## config.mk

```make
export PLATFORM = sky130hd
export DESIGN_NAME = sst_seq_engine
export DESIGN_NICKNAME = d
export VERILOG_FILES = /design/src/rtl/sst_seq_engine_pkg.sv /design/src/rtl/sst_seq_engine.sv
export SDC_FILE = /design/constraint.sdc
export NUM_CORES = 1
export LEC_CHECK = 0
export ABC_AREA = 1
export CORE_UTILIZATION = 45
export DETAILED_ROUTE_END_ITERATION = 6
export PLACE_DENSITY = 0.7
export REMOVE_ABC_BUFFERS = 1
export SETUP_SLACK_MARGIN = 0.4
export SLEW_MARGIN = 20
export SYNTH_ARGS = -nofsm -noshare
export SYNTH_HDL_FRONTEND = slang
export SYNTH_SLANG_ARGS = --single-unit
```

## constraint.sdc

```tcl
create_clock -name clk -period 3.4 [get_ports clk]
set_input_delay 0.51 -clock clk [delete_from_list [all_inputs] [get_ports clk]]
set_output_delay 0.51 -clock clk [all_outputs]
set_load 0.03 [all_outputs]
```

## src/rtl/sst_seq_engine_pkg.sv

```systemverilog
// Shared types and constants for the save-state sequencing engine.
// Mapper register space and FSM state encoding.
package sst_seq_engine_pkg;

  localparam int SST_ADDR_W       = 8;
  localparam int SST_MAP_IDX_ADDR = 127;

  typedef enum logic [3:0] {
    S_IDLE,
    S_CHK_A,
    S_CHK_B,
    S_SETL,
    S_CAP,
    S_RDB,
    S_WR,
    S_NEXT,
    S_DONE,
    S_ERR
  } sst_state_t;

endpackage

```

## src/rtl/sst_seq_engine.sv

```systemverilog
// Save-state bus initiator: dumps mapper registers into a snapshot
// buffer, or restores them via M2-synchronised register writes.
module sst_seq_engine
  import sst_seq_engine_pkg::*;
#(
  parameter int LAST_ADDR  = SST_MAP_IDX_ADDR,
  parameter int SETTLE     = 2,
  parameter int WR_TIMEOUT = 4095
) (
  input  logic                  clk,
  input  logic                  rst,
  input  logic                  start,
  input  logic                  dir,
  input  logic                  m2_fall,
  output logic                  busy,
  output logic                  done,
  output logic                  err,
  output logic                  sst_act,
  output logic [SST_ADDR_W-1:0] sst_addr,
  output logic                  sst_we_reg,
  output logic [7:0]            sst_dato,
  input  logic [7:0]            sst_di,
  output logic [SST_ADDR_W-1:0] buf_addr,
  output logic                  buf_we,
  output logic [7:0]            buf_wdata,
  input  logic [7:0]            buf_rdata
);

  localparam int AW = SST_ADDR_W;
  localparam int CW = 8;
  localparam int TW = $clog2(WR_TIMEOUT + 1);

  localparam logic [AW-1:0] LAST_A  = AW'(LAST_ADDR);
  localparam logic [AW-1:0] LAST_W  = AW'(LAST_ADDR - 1);
  localparam logic [CW-1:0] SET_END = CW'(SETTLE - 1);
  localparam logic [CW-1:0] RDB_END = CW'(1);
  localparam logic [TW-1:0] TMO_END = TW'(WR_TIMEOUT - 1);

  sst_state_t     r_state;
  logic [AW-1:0]  r_addr;
  logic [CW-1:0]  r_cnt;
  logic [TW-1:0]  r_tmo;
  logic           r_dir;
  logic           r_hold;
  logic           r_busy;
  logic           r_done;
  logic           r_err;
  logic           r_we;
  logic [7:0]     r_dato;
  logic           r_buf_we;
  logic [7:0]     r_buf_wdata;
  logic [AW-1:0]  w_final;

  assign w_final = r_dir ? LAST_W : LAST_A;

  always_ff @(posedge clk) begin
    if (rst) begin
      r_state     <= S_IDLE;
      r_addr      <= '0;
      r_cnt       <= '0;
      r_tmo       <= '0;
      r_dir       <= 1'b0;
      r_hold      <= 1'b0;
      r_busy      <= 1'b0;
      r_done      <= 1'b0;
      r_err       <= 1'b0;
      r_we        <= 1'b0;
      r_dato      <= '0;
      r_buf_we    <= 1'b0;
      r_buf_wdata <= '0;
    end else begin
      r_done   <= 1'b0;
      r_buf_we <= 1'b0;
      unique case (r_state)
        S_IDLE: begin
          if (start) begin
            r_err  <= 1'b0;
            r_busy <= 1'b1;
            r_dir  <= dir;
            r_cnt  <= '0;
            if (dir) begin
              r_addr  <= LAST_A;
              r_state <= S_CHK_A;
            end else begin
              r_addr  <= '0;
              r_state <= S_SETL;
            end
          end
        end
        S_CHK_A: begin
          r_cnt   <= '0;
          r_state <= S_CHK_B;
        end
        // Live map_idx must match the snapshot before any write happens.
        S_CHK_B: begin
          if (r_cnt == SET_END) begin
            r_cnt  <= '0;
            r_addr <= '0;
            if (sst_di == buf_rdata) begin
              r_state <= S_RDB;
            end else begin
              r_err   <= 1'b1;
              r_busy  <= 1'b0;
              r_state <= S_ERR;
            end
          end else begin
            r_cnt <= r_cnt + CW'(1);
          end
        end
        S_SETL: begin
          if (r_cnt == SET_END) begin
            r_cnt   <= '0;
            r_state <= S_CAP;
          end else begin
            r_cnt <= r_cnt + CW'(1);
          end
        end
        S_CAP: begin
          r_buf_we    <= 1'b1;
          r_buf_wdata <= sst_di;
          r_state     <= S_NEXT;
        end
        // Second RDB cycle sees buffer data for the new address.
        S_RDB: begin
          if (r_cnt == RDB_END) begin
            r_cnt   <= '0;
            r_dato  <= buf_rdata;
            r_we    <= 1'b1;
            r_tmo   <= '0;
            r_hold  <= 1'b0;
            r_state <= S_WR;
          end else begin
            r_cnt <= r_cnt + CW'(1);
          end
        end
        S_WR: begin
          if (r_hold) begin
            r_we    <= 1'b0;
            r_hold  <= 1'b0;
            r_state <= S_NEXT;
          end else if (m2_fall) begin
            r_hold <= 1'b1;
          end else if (r_tmo == TMO_END) begin
            r_we    <= 1'b0;
            r_err   <= 1'b1;
            r_busy  <= 1'b0;
            r_addr  <= '0;
            r_state <= S_ERR;
          end else begin
            r_tmo <= r_tmo + TW'(1);
          end
        end
        S_NEXT: begin
          if (r_addr == w_final) begin
            r_done  <= 1'b1;
            r_busy  <= 1'b0;
            r_addr  <= '0;
            r_state <= S_DONE;
          end else begin
            r_addr  <= r_addr + AW'(1);
            r_cnt   <= '0;
            r_state <= r_dir ? S_RDB : S_SETL;
          end
        end
        S_DONE: r_state <= S_IDLE;
        S_ERR:  r_state <= S_IDLE;
        default: r_state <= S_IDLE;
      endcase
    end
  end

  assign busy       = r_busy;
  assign sst_act    = r_busy;
  assign done       = r_done;
  assign err        = r_err;
  assign sst_addr   = r_addr;
  assign buf_addr   = r_addr;
  assign sst_we_reg = r_we;
  assign sst_dato   = r_dato;
  assign buf_we     = r_buf_we;
  assign buf_wdata  = r_buf_wdata;

endmodule

```

Word level (Yosys, flattened, before mapping) --
Cells that the tools add are included.
Storage, ports and cells: bits in registers 55, input bits 21, output and inout port bits 38, logic and storage cells 112
Cells by class: $add $sub $neg 3, eq/ne operators 24, muxes and demuxes 54, bitwise gates (word level) 1, reductions and logical operators 17
Operators by type and width (number):
- 2-to-1 mux 8 bit | 9
- case mux 8 bit (4 select lines) | 2
- 2-to-1 mux 12 bit | 4
- 2-to-1 mux 4 bit | 9
- case mux 4 bit (8 select lines) | 1
- case mux 12 bit (2 select lines) | 1
- inequality test 2 bit (second input constant) | 11
- 2-to-1 mux 1 bit | 21
- adder 8 x 1 -> 8 bit (second input constant) | 2
- == test 4 x 3 -> 1 bit (second input constant) | 4
- adder 12 x 1 -> 12 bit (second input constant) | 1
- == test 12 bit (second input constant) | 1
- AND reduction 6 bit | 2
- == test 4 x 2 -> 1 bit (second input constant) | 2
- == test 8 x 1 -> 1 bit (second input constant) | 1
- == test 8 x 7 -> 1 bit | 1
- == test 8 bit | 1
- AND reduction 8 bit | 1
- nonzero test 4 bit | 2
- 2-to-1 mux 7 bit | 1
- AND reduction 7 bit | 1
- inequality test 3 bit (second input constant) | 2
- AND reduction 2 bit | 3
- AND reduction 5 bit | 1
- 14 further kinds | 15

Longest topological paths before layout --
Gate-level depths: netlist (run 1).
word-level depth 5, gate-level depth with buffers 12, gate-level depth less buffers 12

Worst setup path after synthesis (run 1) --
Ideal clock, no wire load.
path type register to register, from reg r_addr[2] (netlist: buf_addr[2]), to reg r_cnt[6], setup time 0.117 ns, arrival time 1.464 ns, required time 3.283 ns, path slack 1.818 ns, stages on the path, launching flop included 10, path buffers 0, period minus slack after synthesis 1.582 ns, path through dfxtp_1 > nand2_1 > inv_1 > nand2_1 > nor2_1 > nand3_2 > nand3_2 > nor2_1 > o21ai_0 > nor2_1
Between the ends: word-level cells in the longest chain between the ends 3
Ends and longest elaborated chain:
- start: declaration | RTL line sst_seq_engine.sv:40 | logic [AW-1:0] r_addr;
- start signal: assignment | RTL line sst_seq_engine.sv:160 | r_addr <= r_addr + AW'(1);
- == test 8 x 7 -> 1 bit | RTL line sst_seq_engine.sv:154 | if (r_addr == w_final) begin
- inequality test 2 bit (no source line)
- AND reduction 3 bit (no source line)
- end signal: assignment | RTL line sst_seq_engine.sv:107 | r_cnt <= r_cnt + CW'(1);
- end signal: assignment | RTL line sst_seq_engine.sv:115 | r_cnt <= r_cnt + CW'(1);
- end signal: assignment | RTL line sst_seq_engine.sv:133 | r_cnt <= r_cnt + CW'(1);
- end: declaration | RTL line sst_seq_engine.sv:41 | logic [CW-1:0] r_cnt;
No other way between the ends. A chain may end at the register's enable or synchronous reset.

Worst setup path in the final report (run 1) --
from reg r_addr[0] (netlist: buf_addr[0]), to out buf_addr[0]
RTL lines:
- end: declaration | RTL line sst_seq_engine.sv:23 | output logic [SST_ADDR_W-1:0] buf_addr,
No word-level cell between the ends.

==> flow_summary_export.csv, run 1 <==
group,metric,value,unit
layout,final_cell_mix,"nand2_1 (105), nor2_1 (65), clkdlybuf4s50_1 (58), dfxtp_1 (55), a21oi_1 (43)",
layout,register_area,1100,sq um
setup_path,setup.worst_path.start_class,"register",
clocking,clockRootBuffer,"clkbuf_8",
setup_path,worstReg2RegStart,"r_cnt[0]",
setup_path,cpLargestDelayFamily,"buffers and inverters",
synth,yosysTopAreaCell,"dfxtp_1",
global_route,grt_pass1_vias,2560,
layout,fin_cells,577,
routing,drtAntennaViolNets,0,
synth,ys_ff_latch,55,
timing,period_share,60.4,%
layout,final_common_cell,"nand2_1",
global_route,antenna_found_initial,0,
setup_path,end_kind,"output port",
floorplan,die_y,84.2,um
synth,ys_warn_count,0,
clocking,htreeDepth,2,
worst_hold_path,holdPathEnd,"err",
power,pwr-share-comb,44.1,%
power,p_sw,921,uW
worst_hold_path,hold_path_class,"reg -> reg",
synth,ys_dominant_reg_cell,"dfxtp_1",
setup_path,worstRegToRegCells,10,
clocking,numCtsBuffers,5,
power,cellPowerDensity,592,nW/um^2
routing,vias,2910,
synth,ys_types,35,
worst_hold_path,hold_start,"err",
setup_path,cp_num_buf_inv,1,
synth,synth.area.top_cells,"dfxtp_1 (36%), nand2_1 (13%), nor2_1 (8.0%)",
global_route,grt_max_degree,35,
synth,synth_edf_count,0,
setup_path,worstPathRequired,2890,ps
clocking,cts_resized,0,
worst_hold_path,worstHoldPathCells,2,
setup_path,reg2reg_slack,1450,ps
clocking,cts_tree,"yes",
floorplan,ioPinCount,59,
global_route,grt_overflow_total,0,
clocking,cts_hold_buffers,0,
clocking,cts_setup_buffers,0,
floorplan,core.rowCount,29,
clocking,clk_pin_slew,100,ps
power,clkPwrFrac,17.7,%
timing,grt_setup_unrepaired,"no",
routing,drt_iter0_markers,199,
timing,fin_tns_setup,0,ps
setup_path,path_max_fanout,9,
timing,whs,467,ps
routing,routed_wl,6800,um
setup_path,path_cells,"clkdlybuf4s50_1",
floorplan,core-area,6420,sq um
clocking,clkSinkCount,55,
floorplan,die_area,7090,sq um
global_route,grt_first_pass_wirelength,11500,um
power,switching_share,41.9,%
setup_path,cp_data_arrival_time,1540,ps
global_route,globalRouteTotalUtil,19.8,%
synth,synth-seq-area-share,36.2,%
layout,area_growth,22.0,%
timing,period_minus_slack,2050,ps
timing,setup_viol,0,
place,dp_cells,569,
layout,fillers,619,
synth,synth.top_cell.area_share,36.2,%
timing,fmax,0.487,GHz
status,violations,"design-rule violations",
layout,largest-register,"r_tmo",
clocking,insertion_delay,300,ps
timing,drv_slew,0,
power,irDropWorstVdd,0.247,mV
setup_path,r2r-end,"r_tmo[1]",
floorplan,start_util,47.3,%
place,io_buffers,58,
synth,async_reset_ff_share,0,%
timing,tightestPinTransition,865,ps
layout,largest_register_ffs,12,
layout,nets,525,
synth,syn_avg_cell_area,6.74,sq um
setup_path,cp_slowest_stage_delay,730,ps
timing,final-hold-violation-count,0,
layout,diodes,0,
routing,via_per_inst,5.04,
clocking,cts_buffer_depth,2,
routing,route.detailed.drc,8,
power,power_leakage,0.00151,uW
synth,netlist_instances,451,
routing,dr.pass1.iters,6,
routing,wl_per_cell,11.8,um
timing,skew,6.57,ps
power,p_seq_share,38.1,%
layout,drive_gt1_share,6.20,%
synth,synth_area,3040,sq um
floorplan,die_x,84.2,um
place,hpwl,5040,um
setup_path,critPathSlowestCell,"clkdlybuf4s50_1",
status,status,"finished, violations left",
power,internal_power,1280,uW
layout,multi_input_area,1630,sq um
timing,slew_headroom,42.3,%
job,maxCapViolations,0,
place,gp_congestion,0.919,
setup_path,critPathKind,"reg -> out",
==> stage by stage <==
stage | area [sq um] | setup slack (ps) | utilization, % | total power [uW]
after CTS | 3710 | 1340 | 57.7 | 2210
after floorplan | 2920 | 1610 | - | 1500
final | 3710 | 1350 | 57.7 | 2200
after detailed placement | 3610 | 1120 | 56.2 | 1820
after global placement | 3610 | 1200 | 56.2 | 1810
after global routing | 3710 | 1160 | 57.7 | 2360
==> how the worst max path moves through the flow <==
stage	to	start	slack, ps	cells after the start
2_1_floorplan	r_cnt[6]	buf_addr[2]	1610	9
3_3_place_gp	sst_dato[5]	rst	1200	5
3_5_place_dp	buf_wdata[5]	rst	1120	5
4_1_cts	sst_addr[0]	buf_addr[0]	1340	1
5_1_grt	r_tmo[1]	r_cnt[0]	1160	10
6_report	buf_addr[0]	buf_addr[0]	1350	1
==> kinds of logic (layout without fill, tap and decap cells) <==
family,Yosys count,count (layout),share of synthesized area (%)
xor+xnor,16,16,4.61
buf+inv,66,115,10.0
fa+ha+maj,5,5,2.06
compound gates,85,85,14.7
flops,55,55,36.2
simple gates,224,224,32.4
==> final cells by class <==
| type | instances | share of cell area, % |
|---|---|---|
| multi-input cells | 330 | 44.1 |
| clock buffers | 8 | 2.70 |
| well taps | 77 | 2.60 |
| flip-flops and latches | 55 | 29.7 |
| repair buffers | 60 | 16.1 |
| inverters | 47 | 4.89 |
==> power by group through the flow <==
stage	combinational, uW	sequential (uW)	clock (uW)
global route	1070	856	425
detailed placement	971	853	0
finish	970	838	389
CTS	973	838	400
global placement	958	849	0
floorplan	494	1000	0
==> cells in the mapped netlist, types with 3 or more instances <==
master,number
a21oi_1,43
buf_4,11
clkbuf_1,5
dfxtp_1,55
ha_1,5
inv_1,41
inv_2,5
nand2_1,105
nand2_2,4
nand3_1,23
nand3_2,3
nand3b_1,3
nand4_1,7
nor2_1,65
nor2_4,4
nor3_1,4
o21ai_0,32
xnor2_1,6
xor2_1,10
==> layer usage <==
metal	track usage (%)	up-vias	part of all wire [%]
met5	0	-	0
met4	5.33	0	0.75
met3	3.24	5	3.8
met2	33.2	60	48
met1	26.4	1305	48
li1	-	1540	-
==> worst reg2reg max path: stages (launching register included) <==
cell and delay, ps:
dfxtp_1 440, ha_1 190, nand2_1 50, nor2_1 130, nand2_1 190, a21oi_2 220
nand2_2 190, inv_2 260, nand2_1 70, o21ai_0 70, nor2_1 50
No activity file was read; power rests on OpenSTA's default activity.
==> run 2, diff against run 1 <==
clock period = 2 ns   (was 3.4 ns; I/O delays follow)
==> flow_summary_export.csv, run 2 (synthesis gave the netlist of run 1 again) <==
group,metric,value,unit
floorplan,die_y,84.2,um
setup_path,setup.worst_path.start_class,"register",
clocking,insertion_delay,300,ps
global_route,grt_overflow_total,0,
power,irDropWorstVdd,0.438,mV
setup_path,worstPathRequired,2190,ps
layout,largest-register,"r_tmo",
routing,drt_iter0_markers,240,
floorplan,core.rowCount,29,
layout,nets,540,
setup_path,critPathSlowestCell,"dfxtp_2",
timing,fmax,0.629,GHz
global_route,globalRouteTotalUtil,21.3,%
setup_path,cpLargestDelayFamily,"simple AND/OR/NAND/NOR gates",
routing,route.detailed.drc,9,
clocking,cts_hold_buffers,0,
timing,drv_slew,0,
place,hpwl,5290,um
place,preCtsSetupSlack,152,ps
floorplan,die_x,84.2,um
power,pwr-share-comb,48.6,%
worst_hold_path,hold_path_class,"reg -> reg",
global_route,antenna_found_initial,0,
global_route,grt_pass1_vias,2821,
floorplan,core-area,6420,sq um
layout,fillers,629,
clocking,cts_buffer_depth,2,
power,switching_share,43.5,%
routing,wl_per_cell,12.8,um
power,p_seq_share,36.8,%
global_route,met3_usage,3.93,%
clocking,htreeDepth,2,
clocking,cts_tree,"yes",
global_route,grt_first_pass_wirelength,12300,um
timing,fin_tns_setup,0,ps
power,power_leakage,0.00174,uW
status,status,"finished, violations left",
timing,setup_slack,409,ps
global_route,grt_util_met1,25.9,%
timing,grt_setup_unrepaired,"yes",
timing,skew,4.38,ps
layout,largest_register_ffs,12,
setup_path,end_kind,"register",
timing,setup_viol,0,
layout,final_common_cell,"nand2_1",
routing,dr.pass1.iters,6,
routing,routed_wl,7540,um
status,violations,"design-rule violations",
layout,area_growth,29.8,%
timing,slew_headroom,77.4,%
clocking,clockRootBuffer,"clkbuf_8",
timing,period_share,79.5,%
power,internal_power,2210,uW
clocking,clkSinkCount,55,
routing,vias,3013,
power,cellPowerDensity,993,nW/um^2
layout,diodes,0,
timing,tightestPinTransition,341,ps
clocking,clk_pin_slew,90,ps
job,maxCapViolations,0,
timing,period_minus_slack,1590,ps
clocking,numCtsBuffers,5,
routing,drtAntennaViolNets,0,
power,clkPwrFrac,14.6,%
global_route,grt_max_degree,35,
power,p_sw,1700,uW
floorplan,ioPinCount,59,
floorplan,die_area,7090,sq um
layout,final_cell_mix,"nand2_1 (95), nor2_1 (58), dfxtp_1 (41), a21oi_1 (39)",
setup_path,cp_slowest_stage_delay,330,ps
setup_path,path_cells,"inv_2, ha_4, nand2_2, nor2_4, nand2_4, nand2_2, nand2_2, nor2_4, inv_2, nor2_4, a21oi_1",
routing,via_per_inst,5.11,
setup_path,critPathKind,"reg -> reg",
setup_path,path_max_fanout,7,
layout,drive_gt1_share,17.9,%
place,gp_congestion,0.965,
timing,final-hold-violation-count,0,
setup_path,cp_data_arrival_time,1780,ps
global_route,grt_use_met2,38.4,%
global_route,busiest_layer,"met2",
setup_path,cp_num_buf_inv,2,
place,io_buffers,58,
floorplan,start_util,47.3,%
run 2: path summary, 6_finish.rpt:
check / start / endpoint / slack [ps] / cells past startpoint
worst max register to register: r_cnt[1] / buf_addr[1] / 410 / 11
worst max-delay path: r_cnt[1] / buf_addr[1] / 410 / 11
worst min register to register: err / err / 470 / 2
worst min-delay path: err / err / 470 / 2
run 2: power groups by stage:
stage          sequential (uW)  clock (uW)  combinational [uW]
3_3_place_gp              1450           0                1620
3_5_place_dp              1450           0                1650
2_1_floorplan             1710           0                 839
6_report                  1440         570                1900
5_1_grt                   1470         642                2080
4_1_cts                   1440         594                1700
run 2: per-stage QoR:
stage               instances  total power, uW  area, sq um  hold slack [ps]  utilization, %
floorplan                 432             2540         2920              369               -
global placement          572             3070         3630              454            56.5
detailed placement        572             3100         3630              460            56.5
CTS                       584             3740         3770              473            58.7
global route              590             4180         3940              505            61.4
finish                    590             3920         3940              468            61.4
run 2: cell type report:
cell class / count / area, sq um / area share (%)
Multi-Input combinational cell: 330 / 1800 / 45.5
Sequential cell: 55 / 1130 / 28.6
Clock buffer: 6 / 72.6 / 1.84
Tap cell: 77 / 96.3 / 2.44
Inverter: 47 / 186 / 4.73
Timing Repair Buffer: 75 / 664 / 16.8
run 2: repair_timing:
item | 4_1_cts | 5_1_grt
setup buffers | 6 | 5
resized for setup | 66 | 44
cloned | 0 | 1
hold endpoints to repair | 0 | 0
pin swaps | 9 | 11
endpoints found under the setup margin | 72 | 47
run 2: worst reg2reg max path, stage by stage, from the launching register on:
cell     delay, ps
dfxtp_2        330
inv_2           70
ha_4           120
nand2_2         60
nor2_4         130
nand2_4        100
nand2_2        100
nand2_2         70
nor2_4         170
inv_2           70
nor2_4         180
a21oi_1         90
run 2: per-layer routing:
layer  up-vias  wire [um]
li1       1570          -
met1      1371       3420
met2        67       3680
met3         5        383
met4         0         65
met5         -          0
